==> src/rtl/traffic_phase_scheduler_if.sv <==
// rtl/traffic_phase_scheduler_if.sv - request inputs and lamp/walk outputs of the phase scheduler
interface traffic_phase_scheduler_if;
  logic       veh;
  logic       ped_btn;
  logic       emg;
  logic       hwr;
  logic       hwy;
  logic       hwg;
  logic       swr;
  logic       swy;
  logic       swg;
  logic       walk;
  logic       dont_walk;
  logic       ped_ack;
  logic [2:0] phase;

  modport master (
    output veh, ped_btn, emg,
    input  hwr, hwy, hwg, swr, swy, swg, walk, dont_walk, ped_ack, phase
  );

  modport slave (
    input  veh, ped_btn, emg,
    output hwr, hwy, hwg, swr, swy, swg, walk, dont_walk, ped_ack, phase
  );
endinterface

==> src/rtl/traffic_phase_scheduler.sv <==
// rtl/traffic_phase_scheduler.sv - highway/side-road/pedestrian phase sequencer with emergency preempt
module traffic_phase_scheduler #(
  parameter int MIN_HG = 8,
  parameter int YEL    = 3,
  parameter int ALLRED = 1,
  parameter int SG     = 10,
  parameter int WALK   = 6,
  parameter int PCLR   = 4,
  parameter int CW     = 5
) (
  input  logic                        clk,
  input  logic                        rst,
  traffic_phase_scheduler_if.slave    io
);

  typedef enum logic [2:0] {
    HW_GREEN    = 3'd0,
    HW_YELLOW   = 3'd1,
    ALL_RED     = 3'd2,
    SIDE_GREEN  = 3'd3,
    SIDE_YELLOW = 3'd4,
    PED_WALK    = 3'd5,
    PED_CLEAR   = 3'd6,
    ILLEGAL     = 3'd7
  } state_t;

  localparam logic [CW-1:0] HG_LAST   = CW'(MIN_HG - 1);
  localparam logic [CW-1:0] YEL_LAST  = CW'(YEL - 1);
  localparam logic [CW-1:0] AR_LAST   = CW'(ALLRED - 1);
  localparam logic [CW-1:0] SG_LAST   = CW'(SG - 1);
  localparam logic [CW-1:0] WALK_LAST = CW'(WALK - 1);
  localparam logic [CW-1:0] PCLR_LAST = CW'(PCLR - 1);

  state_t        state_q, state_d;
  state_t        target_q, target_d;
  logic [CW-1:0] tmr_q, tmr_d;
  logic          ped_req_q, ped_req_d;
  logic          last_ped_q, last_ped_d;
  logic          ped_entry;

  always_ff @(posedge clk or negedge rst) begin
    if (!rst) begin
      state_q    <= HW_GREEN;
      target_q   <= HW_GREEN;
      tmr_q      <= '0;
      ped_req_q  <= 1'b0;
      last_ped_q <= 1'b1;
    end else begin
      state_q    <= state_d;
      target_q   <= target_d;
      tmr_q      <= tmr_d;
      ped_req_q  <= ped_req_d;
      last_ped_q <= last_ped_d;
    end
  end

  always_comb begin
    state_d    = state_q;
    target_d   = target_q;
    last_ped_d = last_ped_q;
    ped_entry  = (state_q == PED_WALK) && (tmr_q == '0);

    case (state_q)
      HW_GREEN: begin
        if ((tmr_q >= HG_LAST) && !io.emg && (io.veh || ped_req_q)) begin
          state_d = HW_YELLOW;
          // On a tie, alternate away from whichever was served last.
          if (io.veh && ped_req_q) target_d = last_ped_q ? SIDE_GREEN : PED_WALK;
          else                     target_d = io.veh ? SIDE_GREEN : PED_WALK;
        end
      end
      HW_YELLOW:   if (tmr_q == YEL_LAST) state_d = ALL_RED;
      ALL_RED:     if (tmr_q == AR_LAST)  state_d = io.emg ? HW_GREEN : target_q;
      SIDE_GREEN:  if (io.emg || (tmr_q == SG_LAST)) state_d = SIDE_YELLOW;
      SIDE_YELLOW: begin
        if (tmr_q == YEL_LAST) begin
          state_d  = ALL_RED;
          target_d = HW_GREEN;
        end
      end
      PED_WALK:    if (io.emg || (tmr_q == WALK_LAST)) state_d = PED_CLEAR;
      PED_CLEAR: begin
        if (tmr_q == PCLR_LAST) begin
          state_d  = ALL_RED;
          target_d = HW_GREEN;
        end
      end
      default: begin
        state_d  = ALL_RED;
        target_d = HW_GREEN;
      end
    endcase

    if ((state_d == SIDE_GREEN) && (state_q != SIDE_GREEN)) last_ped_d = 1'b0;
    if ((state_d == PED_WALK) && (state_q != PED_WALK))     last_ped_d = 1'b1;

    // Highway green may idle forever, so its timer parks at the minimum dwell.
    if (state_d != state_q)                               tmr_d = '0;
    else if ((state_q == HW_GREEN) && (tmr_q >= HG_LAST)) tmr_d = tmr_q;
    else                                                  tmr_d = tmr_q + CW'(1);

    ped_req_d = ped_entry ? 1'b0 : (ped_req_q | io.ped_btn);
  end

  always_comb begin
    io.hwg       = 1'b0;
    io.hwy       = 1'b0;
    io.hwr       = 1'b1;
    io.swg       = 1'b0;
    io.swy       = 1'b0;
    io.swr       = 1'b1;
    io.walk      = 1'b0;
    io.dont_walk = 1'b1;
    io.ped_ack   = ped_entry;
    io.phase     = state_q;

    case (state_q)
      HW_GREEN: begin
        io.hwg = 1'b1;
        io.hwr = 1'b0;
      end
      HW_YELLOW: begin
        io.hwy = 1'b1;
        io.hwr = 1'b0;
      end
      SIDE_GREEN: begin
        io.swg = 1'b1;
        io.swr = 1'b0;
      end
      SIDE_YELLOW: begin
        io.swy = 1'b1;
        io.swr = 1'b0;
      end
      PED_WALK: begin
        io.walk      = 1'b1;
        io.dont_walk = 1'b0;
      end
      PED_CLEAR:   io.dont_walk = tmr_q[0];
      default: ;
    endcase
  end

endmodule

==> src/flat_wrapper.sv <==
// flat-port wrapper written by rule: the top's interface ports become plain ports
module traffic_phase_scheduler_flat 
#(
  parameter int MIN_HG = 8,
  parameter int YEL    = 3,
  parameter int ALLRED = 1,
  parameter int SG     = 10,
  parameter int WALK   = 6,
  parameter int PCLR   = 4,
  parameter int CW     = 5
)
  (clk, rst, io_veh, io_ped_btn, io_emg, io_hwr, io_hwy, io_hwg, io_swr, io_swy, io_swg, io_walk, io_dont_walk, io_ped_ack, io_phase);
  traffic_phase_scheduler_if io_i ();
  input  logic clk;
  input  logic rst;
  input wire logic [$bits(io_i.veh)-1:0] io_veh;
  input wire logic [$bits(io_i.ped_btn)-1:0] io_ped_btn;
  input wire logic [$bits(io_i.emg)-1:0] io_emg;
  output wire logic [$bits(io_i.hwr)-1:0] io_hwr;
  output wire logic [$bits(io_i.hwy)-1:0] io_hwy;
  output wire logic [$bits(io_i.hwg)-1:0] io_hwg;
  output wire logic [$bits(io_i.swr)-1:0] io_swr;
  output wire logic [$bits(io_i.swy)-1:0] io_swy;
  output wire logic [$bits(io_i.swg)-1:0] io_swg;
  output wire logic [$bits(io_i.walk)-1:0] io_walk;
  output wire logic [$bits(io_i.dont_walk)-1:0] io_dont_walk;
  output wire logic [$bits(io_i.ped_ack)-1:0] io_ped_ack;
  output wire logic [$bits(io_i.phase)-1:0] io_phase;
  assign io_i.veh = io_veh;
  assign io_i.ped_btn = io_ped_btn;
  assign io_i.emg = io_emg;
  assign io_hwr = io_i.hwr;
  assign io_hwy = io_i.hwy;
  assign io_hwg = io_i.hwg;
  assign io_swr = io_i.swr;
  assign io_swy = io_i.swy;
  assign io_swg = io_i.swg;
  assign io_walk = io_i.walk;
  assign io_dont_walk = io_i.dont_walk;
  assign io_ped_ack = io_i.ped_ack;
  assign io_phase = io_i.phase;
  traffic_phase_scheduler #(.MIN_HG(MIN_HG), .YEL(YEL), .ALLRED(ALLRED), .SG(SG), .WALK(WALK), .PCLR(PCLR), .CW(CW)) u_core (.clk(clk), .rst(rst), .io(io_i));
endmodule
==> config.mk <==
export PLATFORM = sky130hd
export DESIGN_NAME = traffic_phase_scheduler_flat
export DESIGN_NICKNAME = d
export VERILOG_FILES = /design/src/rtl/traffic_phase_scheduler_if.sv /design/src/rtl/traffic_phase_scheduler.sv /design/src/flat_wrapper.sv
export SDC_FILE = /design/constraint.sdc
export NUM_CORES = 1
export LEC_CHECK = 0
export ABC_AREA = 0
export BUFFER_PORTS_ARGS = -buffer_cell sky130_fd_sc_hd__buf_2
export CAP_MARGIN = 20
export CELL_PAD_IN_SITES_DETAIL_PLACEMENT = 1
export CELL_PAD_IN_SITES_GLOBAL_PLACEMENT = 1
export CORE_MARGIN = 2
export CORE_UTILIZATION = 34
export DETAILED_ROUTE_END_ITERATION = 12
export HOLD_SLACK_MARGIN = 0.08
export PLACE_DENSITY = 0.76
export SLEW_MARGIN = 40
export SYNTH_ARGS = -nofsm -noshare
export SYNTH_HDL_FRONTEND = slang
export SYNTH_SLANG_ARGS = --single-unit
==> constraint.sdc <==
create_clock -name clk -period 3.2 [get_ports clk]
set_input_delay 0.64 -clock clk [delete_from_list [all_inputs] [get_ports clk]]
set_output_delay 0.64 -clock clk [all_outputs]
set_load 0.02 [all_outputs]
---- After elaboration in Yosys (flattened, before gate mapping) ----
Cells that the tools add are included.
storage, ports and cells
  output and inout bits ................... 12
  bits of input ports ..................... 5
  bits in registers ....................... 13
  logic and storage cells ................. 75
cells by class
  magnitude comparators ................... 1
  add/subtract/negate cells ............... 1
  equality and inequality tests ........... 19
  mux-type cells .......................... 28
  reduce and logical (&&, ||, !) cells .... 19
  bitwise gates (word level) .............. 2
operators with widths
  operator                                                           count
  2-to-1 mux 3 bit                                                   13
  case mux 3 bit (6 select lines)                                    1
  == test 3 bit, second input constant                               4
  case mux 3 bit (4 select lines)                                    1
  == test 5 x 2 -> 1 bit, second input constant                      2
  2-to-1 mux 1 bit                                                   10
  2-to-1 mux 5 bit                                                   2
  == test 3 x 2 -> 1 bit, second input constant                      3
  != test 2 x 1 -> 1 bit, second input constant                      4
  logical AND 1 bit                                                  7
  OR reduction 2 bit                                                 3
  adder 5 x 1 -> 5 bit, second input constant                        1
  == test 5 x 3 -> 1 bit, second input constant                      1
  == test 5 x 4 -> 1 bit, second input constant                      1
  greater-or-equal comparator 5 x 3 -> 1 bit, second input constant  1
  logical NOT 5 bit                                                  1
  AND reduction 4 bit                                                1
  OR reduction 4 bit                                                 1
  == test 3 x 1 -> 1 bit, second input constant                      1
  logical NOT 3 bit                                                  1
  logical OR 1 bit                                                   3
  != test 3 x 2 -> 1 bit, second input constant                      1
  != test 3 bit                                                      1
  != test 3 bit, second input constant                               1
  5 further kinds                                                    5

---- Depth between registers and ports, before layout ----
  depth after elaboration ................. 9
  depth in mapped cells ................... 7
  gate-level depth less buffers ........... 7

---- Worst setup path before layout ----
Ideal clock, no wire load.
  path type ............................... register to output
  start ................................... reg u_core.tmr_q[0]
  end ..................................... out io_ped_ack
  path slack .............................. 0.885 ns
  cell stages (with the launch flop) ...... 5
  buffers on the path ..................... 0
  data arrival time ....................... 1.675 ns
  data required time ...................... 2.560 ns
  cells stage by stage .................... dfrtp_1 inv_1 ha_1 or4b_4 nor3_1
on the way
  longest elaborated chain between the ends .. 2
RTL lines
  item                    RTL line                       RTL
  from (decl)             traffic_phase_scheduler.sv:36  logic [CW-1:0] tmr_q, tmr_d;
  from (signal assigned)  traffic_phase_scheduler.sv:51  tmr_q <= tmr_d;
  logical NOT 5 bit       traffic_phase_scheduler.sv:61  ped_entry = (state_q == PED_WALK) && (tmr_q == '0);
  logical AND 1 bit       traffic_phase_scheduler.sv:61
  to (decl)               flat_wrapper.sv:27             output wire logic [$bits(io_i.ped_ack)-1:0] io_ped_ack;
Every way passes these cells.

---- Final worst setup path ----
Ends and elaborated chain as after synthesis.

==> results.yml <==
drt:
  drtPass1Iterations: 8
  drc: 2
  initialDrtViolationCount: 40
  ant_nets: 0
  wl_per_cell_um: 15.6
  met1Wirelength_um: 1270
  dr_wl_met2_um: 1250
  routed_wl_um: 2690
  met3_length_um: 134
  vias_per_cell: 5.85
  vias: 1006
  highest_layer: "met4"
sta:
  fin_tns_setup_ns: 0
  relSlewSlack: 0.523
  maxSlewViolCount: 0
  period_share: 0.831
  layout_min_cycle_time_ns: 2.66
  skew_ns: 0.000420
  tightest_slew_ns: 0.706
  finalHoldViolations: 0
  rsz0062_at_grt: "no"
  clock.fmax_mhz: 376
  setup-violations-final: 0
floorplanning:
  rows: 19
  die_area_um2: 3460
  dieHeight_um: 58.8
  die_w_um: 58.8
  io_pins: 17
  initial_core_util: 0.364
  core_um2: 2810
finish:
  area_delta_synth_final_pct: 11.1
  design_area_um2: 1140
  nFillCells: 371
  final_layout_size_suffix_gt1_frac: 0.191
  nets: 151
  num_antenna_cells: 0
power:
  finalPower_mw: 1.05
  irDropWorstVdd_v: 0.000350
  power_density_nw_per_um2: 921
  leakage_nw: 0.530
clocking:
  post_cts_resized: 0
  h-tree-depth: 1
  clk_pin_slew_ns: 0.08
  root_buffer: "clkbuf_4"
  cts_buffers: 3
  clkSinkCount: 13
  cts_tree: "yes"
  cts_max_path_buffers: 2
  insertion_delay_ns: 0.27
  hold_buffers: 0
  cts_setup_buffers: 0
flow_run:
  cap_viol_max_count: 0
yosys:
  ys_seq_elements: 13
  synth_area_um2: 1020
  synth_common_cells: "nor2_1 (14), nand2_1 (13), dfrtp_1 (12), nor3_1 (9), inv_1 (7)"
  ys_async_sr_fraction: 1.00
  ys_seq_area_frac: 0.319
  synth_ff_type: "dfrtp_1"
  synth_fp_nets: 136
  ys_top_cells_by_area: "dfrtp_1 (29%), nor2_1 (5.1%), ha_1 (4.9%)"
  synth_top_area_frac: 0.294
  synthCells: 127
  postSynthAreaPerCell_um2: 8.05
  synth_edf_count: 0
  synth_top_area_cell: "dfrtp_1"
  yosysMostFrequentCell: "nor2_1"
  synth_cell_types: 49
  yosys_warnings: 0
global_routing:
  grt_pass1_wl_um: 4560
  grt_pass1_vias: 956
  antenna_found_initial: 0
  grt_max_degree: 18
  grt-ovfl-total: 0
  grt_usage: 0.174
critical_path:
  cp-start-kind: "flip-flop"
  worstSetupPathType: "reg2out"
  crit_path_max_fanout: 7
  cp_cell_sequence: "inv_1, ha_1, or4b_4, nor3_1, buf_2"
  cpMaxStageDelayCell: "or4b_4"
  crit_required_ns: 2.56
  worstPathArrival_ns: 2.02
  cp_slowest_stage_delay_ns: 0.50
  crit_path_end_kind: "primary output"
run_status:
  violations: "DRC"
  status: "complete, but fails checks"
place:
  port_buffers: 16
  routabilityCongestion: 0.786
  place_area_um2: 1110
  dpl.hpwl_um: 2080
min_path:
  min_path_type: "in2async"
## final cells by class
cell class	instances	area, µm²	share of cell area
multi-input cells	101	638	0.562
inverters	7	26.3	0.0231
flip-flops and latches	13	327	0.287
well taps	31	38.8	0.0341
clock buffers	4	26.3	0.0231
repair buffers	16	80.1	0.0705
## registers in the layout, indices dropped and copies added, names as in the netlist
name	count
u_core.ped_req_q	1
u_core.last_ped_q	1
u_core.tmr_q	5
u_core.io.phase	3
u_core.target_q	3
## routing by layer
layer / GRT usage / up-vias
met5: 0 / -
met4: 0.0747 / 0
met3: 0.0330 / 4
met2: 0.252 / 29
met1: 0.250 / 491
li1: - / 482
## report_power, final
part           internal [mW]  total, mW  switching (mW)  leakage [nW]
Sequential             0.227      0.350           0.122         0.162
Combinational          0.237      0.594           0.357         0.353
Clock                 0.0483      0.102          0.0535        0.0150
Total                  0.513       1.05           0.533         0.530
## placed cells by master, fill, tap and decap left out, types with 2 or more instances in the layout
master	instances
a21oi_1	3
nand3_1	4
clkbuf_4	3
dfrtp_1	12
nand2_1	13
inv_1	7
or2_2	2
nor3_1	9
nand2b_1	5
nand4_1	3
nor2_1	14
nor3b_1	3
ha_1	4
a31oi_1	3
o21a_1	2
buf_2	16
o21ai_0	6
xor2_1	2
## stage by stage
step | cells | hold slack (ns) | util | worst slack, ns
after global placement | 168 | 0.503 | 0.396 | 0.859
after detailed placement | 168 | 0.517 | 0.396 | 0.748
final | 172 | 0.237 | 0.405 | 0.541
after CTS | 172 | 0.244 | 0.405 | 0.548
after floorplan | 127 | 0.344 | - | 0.885
after global routing | 172 | 0.235 | 0.405 | 0.397
## worst max-delay path: cells and delay by family (launching register included)
kind	cells	cell delay [ns]
adders and majority gates	1	0.17
DFF	1	0.47
and+or+nand+nor	2	0.77
buffers and inverters	2	0.34
## worst paths after layout
path | startpoint | to | slack (ns) | cells after the start
hold / removal | rst | u_core.ped_req_q$_DFF_PN0_ | 0.24 | 1
min in group clk | u_core.ped_req_q$_DFF_PN0_ | u_core.ped_req_q$_DFF_PN0_ | 0.53 | 2
setup reg to reg | u_core.tmr_q[1]$_DFFE_PN0P_ | u_core.tmr_q[3]$_DFFE_PN0P_ | 0.73 | 7
max in group asynchronous | rst | u_core.last_ped_q$_DFFE_PN1P_ | 2.68 | 1
hold reg to reg | u_core.ped_req_q$_DFF_PN0_ | u_core.ped_req_q$_DFF_PN0_ | 0.53 | 2
setup / recovery | u_core.tmr_q[0]$_DFFE_PN0P_ | io_ped_ack | 0.54 | 5
## kinds of logic after synthesis
family | after synthesis | synth area share
AOI/OAI and AO/OA | 25 | 0.162
xor gates and xnor gates | 3 | 0.0257
adders and majority gates | 4 | 0.0490
buffers and inverters | 13 | 0.0563
DFF | 13 | 0.319
and+or+nand+nor | 69 | 0.388
Note: power is estimated with default switching activity, not from simulation.
